### src/rtl/brake_light_decoder_pkg.sv
// Shared lamp codes, side-mode encoding and legality helpers for the
// tail-light lamp decoder.
package brake_light_decoder_pkg;

   localparam int unsigned LAMP_W = 3;

   localparam logic [LAMP_W-1:0] LAMP_OFF = 3'b000;
   localparam logic [LAMP_W-1:0] LAMP_P1  = 3'b001;
   localparam logic [LAMP_W-1:0] LAMP_P2  = 3'b011;
   localparam logic [LAMP_W-1:0] LAMP_ON  = 3'b111;

   typedef enum logic [1:0] {
      MODE_OFF = 2'b00,
      MODE_ON  = 2'b01,
      MODE_SEQ = 2'b10,
      MODE_UNK = 2'b11
   } mode_e;

   // True for the four thermometer-style lamp values.
   function automatic logic lamp_legal(input logic [LAMP_W-1:0] v);
      return (v == LAMP_OFF) || (v == LAMP_P1) || (v == LAMP_P2) || (v == LAMP_ON);
   endfunction

   // Transition check between two legal values; off and steady-on are
   // always reachable, sequencing must step one phase at a time.
   function automatic logic trans_legal(input logic [LAMP_W-1:0] prev,
                                        input logic [LAMP_W-1:0] cur);
      return (cur == LAMP_OFF) || (cur == LAMP_ON) ||
             ((prev == LAMP_OFF) && (cur == LAMP_P1)) ||
             ((prev == LAMP_P1)  && (cur == LAMP_P2)) ||
             ((prev == LAMP_ON)  && (cur == LAMP_P1));
   endfunction

endpackage

### src/rtl/brake_light_decoder_side.sv
// lamp_side_tracker: per-side lamp stream tracker.
// Ports: clk, rst (sync active-high), lamp (current sample),
//        mode_c (mode after this edge), err_hit_c (this sample is a protocol
//        error), turns (wrapping completed-sequence count).
module lamp_side_tracker
   import brake_light_decoder_pkg::*;
#(
   parameter int unsigned TURN_W = 4
) (
   input  logic              clk,
   input  logic              rst,
   input  logic [LAMP_W-1:0] lamp,
   output mode_e             mode_c,
   output logic              err_hit_c,
   output logic [TURN_W-1:0] turns
);

   logic [LAMP_W-1:0] prev;
   mode_e             mode;
   logic              first;
   logic              turn_hit_c;

   // Next mode, error and turn-completion for the current sample.
   always_comb begin
      mode_c     = mode;
      err_hit_c  = 1'b0;
      turn_hit_c = 1'b0;
      if (!first) begin
         if (!lamp_legal(lamp)) begin
            mode_c    = MODE_UNK;
            err_hit_c = 1'b1;
         end else begin
            // An illegal previous sample gives no basis for a transition check.
            if (lamp_legal(prev) && !trans_legal(prev, lamp)) begin
               err_hit_c = 1'b1;
            end
            case (lamp)
               LAMP_P1, LAMP_P2: mode_c = MODE_SEQ;
               LAMP_ON: begin
                  if (prev == LAMP_P2) begin
                     mode_c     = MODE_SEQ;
                     turn_hit_c = 1'b1;
                  end else begin
                     mode_c = MODE_ON;
                  end
               end
               default: begin
                  // All-off after the last phase is the inter-cycle gap of a turn.
                  if ((prev == LAMP_ON) && (mode == MODE_SEQ)) begin
                     mode_c = MODE_SEQ;
                  end else begin
                     mode_c = MODE_OFF;
                  end
               end
            endcase
         end
      end
   end

   // State update; the first edge after reset only captures prev.
   always_ff @(posedge clk) begin
      if (rst) begin
         prev  <= LAMP_OFF;
         mode  <= MODE_UNK;
         first <= 1'b1;
         turns <= '0;
      end else begin
         prev  <= lamp;
         mode  <= mode_c;
         first <= 1'b0;
         if (turn_hit_c) begin
            turns <= turns + TURN_W'(1);
         end
      end
   end

endmodule

### src/rtl/brake_light_decoder.sv
// brake_light_decoder: receive-side checker/decoder for the tail-light lamp bus.
// Ports: clka, RESTART (sync active-high), L/R lamp lines (bit0 innermost);
//        registered dec_left/dec_right/dec_brake/cmd_conflict/dec_valid,
//        proto_err pulse, saturating err_count, wrapping l_turns/r_turns.
module brake_light_decoder
   import brake_light_decoder_pkg::*;
#(
   parameter int unsigned ERR_W  = 8,
   parameter int unsigned TURN_W = 4
) (
   input  logic              clka,
   input  logic              RESTART,
   input  logic [LAMP_W-1:0] L,
   input  logic [LAMP_W-1:0] R,
   output logic              dec_left,
   output logic              dec_right,
   output logic              dec_brake,
   output logic              cmd_conflict,
   output logic              dec_valid,
   output logic              proto_err,
   output logic [ERR_W-1:0]  err_count,
   output logic [TURN_W-1:0] l_turns,
   output logic [TURN_W-1:0] r_turns
);

   mode_e l_mode_c;
   mode_e r_mode_c;
   logic  l_err_c;
   logic  r_err_c;
   logic  err_c;

   lamp_side_tracker #(.TURN_W(TURN_W)) u_left (
      .clk       (clka),
      .rst       (RESTART),
      .lamp      (L),
      .mode_c    (l_mode_c),
      .err_hit_c (l_err_c),
      .turns     (l_turns)
   );

   lamp_side_tracker #(.TURN_W(TURN_W)) u_right (
      .clk       (clka),
      .rst       (RESTART),
      .lamp      (R),
      .mode_c    (r_mode_c),
      .err_hit_c (r_err_c),
      .turns     (r_turns)
   );

   // Simultaneous errors on both sides count as a single event.
   assign err_c = l_err_c | r_err_c;

   // Decoded command and error accounting, registered from the next side modes.
   always_ff @(posedge clka) begin
      if (RESTART) begin
         dec_left     <= 1'b0;
         dec_right    <= 1'b0;
         dec_brake    <= 1'b0;
         cmd_conflict <= 1'b0;
         dec_valid    <= 1'b0;
         proto_err    <= 1'b0;
         err_count    <= '0;
      end else begin
         dec_left     <= (l_mode_c == MODE_SEQ);
         dec_right    <= (r_mode_c == MODE_SEQ);
         dec_brake    <= (l_mode_c == MODE_ON) || (r_mode_c == MODE_ON);
         cmd_conflict <= (l_mode_c == MODE_SEQ) && (r_mode_c == MODE_SEQ);
         dec_valid    <= (l_mode_c != MODE_UNK) && (r_mode_c != MODE_UNK);
         proto_err    <= err_c;
         if (err_c && (err_count != {ERR_W{1'b1}})) begin
            err_count <= err_count + ERR_W'(1);
         end
      end
   end

endmodule

### config.mk
export PLATFORM = sky130hd
export DESIGN_NAME = brake_light_decoder
export DESIGN_NICKNAME = d
export VERILOG_FILES = /design/src/rtl/brake_light_decoder_pkg.sv /design/src/rtl/brake_light_decoder_side.sv /design/src/rtl/brake_light_decoder.sv
export SDC_FILE = /design/constraint.sdc
export NUM_CORES = 1
export LEC_CHECK = 0
export BUFFER_PORTS_ARGS = -buffer_cell sky130_fd_sc_hd__buf_4
export CAP_MARGIN = 20
export CORE_MARGIN = 2
export CORE_UTILIZATION = 56
export CTS_BUF_LIST = sky130_fd_sc_hd__clkbuf_8
export DETAILED_ROUTE_END_ITERATION = 16
export PLACE_DENSITY = 0.85
export SLEW_MARGIN = 40
export SYNTH_ARGS = -nofsm -noshare
export SYNTH_HDL_FRONTEND = slang
export SYNTH_SLANG_ARGS = --single-unit
### constraint.sdc
create_clock -name clka -period 2.1 [get_ports clka]
set_clock_uncertainty 0.1 [all_clocks]
set_input_delay 0.315 -clock clka [delete_from_list [all_inputs] [get_ports clka]]
set_output_delay 0.315 -clock clka [all_outputs]
set_load 0.005 [all_outputs]
# After elaboration in Yosys (flattened, before gate mapping)
# Index checks and enable logic that the tools add are counted.
[totals] regBits=33 in_bits=8 out_inout_bits=22 elab_cells=106
[classes] addsub=3 n_eq_ne=21 n_mux=25 bitwise=1 n_reduce_logical=42
[ops] operator="logical OR 1 bit" n=21
[ops] operator="two-way mux 2 bit" n=8
[ops] operator="two-way mux 1 bit" n=15
[ops] operator="logical AND 1 bit" n=13
[ops] operator="equality test 3 x 1 -> 1 bit (second input constant)" n=4
[ops] operator="equality test 3 x 2 -> 1 bit (second input constant)" n=4
[ops] operator="equality test 3 bit (second input constant)" n=4
[ops] operator="logical NOT 3 bit" n=4
[ops] operator="adder 4 x 1 -> 4 bit (second input constant)" n=2
[ops] operator="adder 8 x 1 -> 8 bit (second input constant)" n=1
[ops] operator="equality test 2 bit (second input constant)" n=4
[ops] operator="inequality test 8 bit (second input constant)" n=1
[ops] operator="case mux 2 bit (2 select lines)" n=2
[ops] operator="equality test 2 x 1 -> 1 bit (second input constant)" n=2
[ops] operator="inequality test 2 bit (second input constant)" n=2
[ops] operator="OR reduction 2 bit" n=2
[ops] operator="logical NOT 1 bit" n=2
[ops] operator="bitwise OR 1 bit" n=1

# Depth between registers and ports, before layout
[depth] depth_word=12 ltp_mapped=6

# Cells and area by module
# A second synthesis with hierarchy kept.
[hier_totals] cells_unflattened=163 hier_area_um2=1582.8
[modules_own_cells] module="lamp_side_tracker" n_inst=2 cells_per_inst=50 area_each_um2=486.7 seq_area_each_um2=200.2
[modules_own_cells] module="brake_light_decoder" n_inst=1 cells_per_inst=63 area_each_um2=609.3 seq_area_each_um2=280.3

# Worst setup path after synthesis
# OpenSTA, ideal clock, no wires.
[synth_path] path_kind="reg2reg" startpoint="reg u_left.prev[2]" endpoint="reg err_count[4]" setup_ps=121 arrival_ps=1635 required_time_ps=1879 path_slack_ps=243 path_stages_with_launch=7 period_less_slack_ps=1857 path_cell_list="dfxtp_1 nand2b_1 a221oi_2 a32oi_2 a211oi_2 and3_1 mux2_4"
[synth_via] elab_chain_cells=12 word_cells_on_any_way=20 cone_classes="eq/ne: 3; mux: 3; bitwise: 1; reduce/logical: 13"
[synth_lines] item="start: declaration" line="brake_light_decoder_side.sv:18" rtl="logic [LAMP_W-1:0] prev;"
[synth_lines] item="start signal: assignment" line="brake_light_decoder_side.sv:68" rtl="prev <= lamp;"
[synth_lines] item="logical NOT 3 bit" line="brake_light_decoder_pkg.sv:21, brake_light_decoder_pkg.sv:29"
[synth_lines] item="logical AND 1 bit" line="brake_light_decoder_pkg.sv:29" rtl="((prev == LAMP_OFF) && (cur == LAMP_P1)) ||"
[synth_lines] item="logical OR 1 bit" line="brake_light_decoder_pkg.sv:28" rtl="return (cur == LAMP_OFF) || (cur == LAMP_ON) ||"
[synth_lines] item="logical OR 1 bit" line="brake_light_decoder_pkg.sv:29"
[synth_lines] item="logical OR 1 bit" line="brake_light_decoder_pkg.sv:30" rtl="((prev == LAMP_P1) && (cur == LAMP_P2)) ||"
[synth_lines] item="logical NOT 1 bit" line="brake_light_decoder_side.sv:34" rtl="if (lamp_legal(prev) && !trans_legal(prev, lamp)) begin"
[synth_lines] item="logical AND 1 bit (*)" line="brake_light_decoder_side.sv:34"
[synth_lines] item="two-way mux 1 bit (*)" line="brake_light_decoder_side.sv:34"
[synth_lines] item="two-way mux 1 bit (*)" line="brake_light_decoder_side.sv:29" rtl="if (!lamp_legal(lamp)) begin"
[synth_lines] item="two-way mux 1 bit (*)" line="brake_light_decoder_side.sv:28" rtl="if (!first) begin"
[synth_lines] item="bitwise OR 1 bit (*)" line="brake_light_decoder.sv:51" rtl="assign err_c = l_err_c | r_err_c;"
[synth_lines] item="logical AND 1 bit (*)" line="brake_light_decoder.sv:70" rtl="if (err_c && (err_count != {ERR_W{1'b1}})) begin"
[synth_lines] item="end signal: assignment" line="brake_light_decoder.sv:71" rtl="err_count <= err_count + ERR_W'(1);"
[synth_lines] item="end: declaration" line="brake_light_decoder.sv:21" rtl="output logic [ERR_W-1:0] err_count,"
# Every way passes the cells marked *; elsewhere a longest branch is shown, timed or not.
# A chain may end at the register's enable or synchronous reset.

# Final worst setup path
# Ends and elaborated chain as after synthesis.

==> metrics.yaml <==
outcome:
  status: "finished, final reports clean"
synthesis:
  ys_types: 42
  synthXorXnorAreaFrac_pct: 5.445
  synth.net_count: 168
  synth_top_family_by_area: "simple AND/OR/NAND/NOR gates"
  synth_compound_area_share_pct: 14.17
  synth-simple-area-share_pct: 25.93
  ys_warn_count: 0
  synth_top_flop_cell: "dfxtp_1"
  synthCells: 157
  async_reset_ff_share_pct: 0
  yosysSeqAreaShare_pct: 45.64
  avgSynthCellArea_um2: 9.221
  synth_mux_area_share_pct: 3.889
  synth_edf_count: 0
  ys_ff_latch: 33
  synth-adder-area-share_pct: 2.593
  synth.cell_area_um2: 1448
clocking:
  cts_inserted_buffers: 5
  cts_tree: "yes"
  cts-resized-gates: 0
  cts_root_buf: "clkbuf_8"
  cts_setup_buffers: 0
  h-tree-depth: 2
  clockBufferDepth: 2
  clock_latency_ps: 280
  clk_pin_slew_ps: 70
  cts.sinks: 33
  cts_hold_buf: 0
routing:
  vias: 1252
  drtIter0Drc: 24
  postRouteAntennaNets: 0
  post-route-drc-count: 0
  routed_wirelength_mm: 2.903
  wl_per_cell_um: 13.08
  first_pass_iters: 4
  via_per_inst: 5.640
final_layout:
  fillers: 184
  layout_commonest_cell: "dfxtp_1"
  most-common-layout-cells: "dfxtp_1, buf_4, nor2_1"
  drive_above_1_share_pct: 24.48
  design_area_um2: 1800
  multi_input_area_um2: 753.2
  final-seq-area_um2: 660.6
  layout.nets: 202
  area_delta_synth_final_pct: 24.37
  num_antenna_cells: 0
run:
  cap_violations: 0
placed_design:
  routabilityCongestion: 0.8281
  place.detailed.hpwl_mm: 2.046
  portBuffers: 29
  placed_area_um2: 1699
  pre_cts_slack_ps: 91.51
worst_setup_path:
  crit-reg2reg-launch: "u_left.prev[2]$_SDFF_PP0_"
  crit_type: "register to register"
  required_ps: 2170
  cp.arrival_ps: 2050
  startpoint_type: "register"
  reg2reg_depth: 6
  crit_path_start: "u_left.prev[2]$_SDFF_PP0_"
  critPathMaxFanout: 5
  rr_endpoint: "err_count[4]$_SDFFE_PP0P_"
  reg2reg_slack_ps: 120
  critical_path.endpoint_type: "register"
sta:
  final.setup.worst_slack_ps: 123.5
  min_period_ps: 1977
  hold_viol_final: 0
  setup-tns-final_ps: 0
  rsz0062_at_grt: "no"
  max_freq_mhz: 505.9
  finalSetupViolCount: 0
  relSlewSlack_pct: 71.59
  hold_ws_ps: 205.3
  worst_slew_pin_slew_ps: 423.8
  finalCritPeriodShare_pct: 94.12
  drv_slew: 0
grt:
  grt_use_total_pct: 22.11
  overflow: 0
  grt_first_pass_wirelength_mm: 4.595
  grt_pass1_vias: 1069
  grt_max_degree: 31
  antenna_found_initial: 0
pwr:
  vdd_drop_max_mv: 0.6793
  total_power_mw: 1.349
  p_leak_nw: 0.7688
  power_density_nw_per_um2: 749.3
die:
  start_util_pct: 58.97
  boundaryPins: 30
  placementRows: 18
  die_h_um: 54.85
  die_w_um: 54.85
  die_area_um2: 3008
  core_area_um2: 2455
hold_path:
  min_path_cells: 2
  hp-class: "input pin to register"
  min_from: "R[1]"
  hold_end: "u_right.prev[1]$_SDFF_PP0_"
==> cell families after synthesis <==
family | count (synthesis)
AO/OA/AOI/OAI | 27
AND/OR/NAND/NOR | 71
adder cells (fa/ha/maj) | 3
flip-flops | 33
XOR/XNOR | 9
buffers and inverters | 9
multiplexers | 5
==> power by group <==
group | total (mW) | internal (mW) | switching, mW
clock | 0.517 | 0.296 | 0.221
sequential | 0.681 | 0.655 | 0.0258
combinational | 0.151 | 0.0739 | 0.0769
total | 1.35 | 1.03 | 0.324
==> Yosys cell counts (4+ instances only) <==
cell / number / area (um2)
o21ai_0: 5 / 25.02
dfxtp_1: 33 / 660.6
xnor2_1: 5 / 43.79
nand3_1: 5 / 25.02
nor2_1: 22 / 82.58
nand2_1: 9 / 33.78
a21oi_1: 5 / 25.02
nor3_1: 4 / 20.02
xor2_1: 4 / 35.03
inv_1: 6 / 22.52
nor2b_1: 9 / 56.30
nand4_1: 4 / 25.02
==> sequential cells by signal, indices dropped and copies added, names as in the netlist, 2 cells and up <==
| signal | count |
|---|---|
| u_right.turns | 4 |
| u_left.prev | 3 |
| u_left.mode | 2 |
| u_left.turns | 4 |
| u_right.mode | 2 |
| u_right.prev | 3 |
| err_count | 8 |
==> metrics by stage <==
| stage | utilization (%) | cells |
|---|---|---|
| floorplan | - | 157 |
| global placement | 69.22 | 214 |
| detailed placement | 69.22 | 214 |
| CTS | 73.34 | 222 |
| global route | 73.34 | 222 |
| finish | 73.34 | 222 |
==> metal layers <==
| metal | GRT usage, % | up-vias | share of wire, % |
|---|---|---|---|
| met5 | 0 | - | 0 |
| met4 | 11.67 | 0 | 1.4 |
| met3 | 8.470 | 4 | 4.5 |
| met2 | 33.73 | 34 | 45 |
| met1 | 26.69 | 592 | 49 |
| li1 | - | 622 | - |
==> cell type report <==
cell class | count | area share, %
sequential | 33 | 36.69
multi-input combinational | 115 | 41.83
inverter | 6 | 1.251
tap | 30 | 2.085
clock inverter | 1 | 0.2780
clock buffer | 7 | 5.351
timing repair buffer | 30 | 12.51
==> worst max-delay path, cell delays in order, from the launching register on <==
cell and delay [ps]:
dfxtp_1 350, nand2b_1 170, a221oi_2 240, a32oi_2 200, a211oi_2 310, and3_1 210
mux2_4 290
==> how the worst max path moves through the flow <==
stage,slack [ps],cells past startpoint,endpoint
after floorplan,240,6,err_count[4]$_SDFFE_PP0P_
after global placement,150,7,err_count[4]$_SDFFE_PP0P_
after detailed placement,90,7,err_count[4]$_SDFFE_PP0P_
after CTS,120,6,err_count[4]$_SDFFE_PP0P_
after global routing,9,6,err_count[4]$_SDFFE_PP0P_
final,120,6,err_count[4]$_SDFFE_PP0P_
Note: power is estimated with default switching activity, not from simulation.
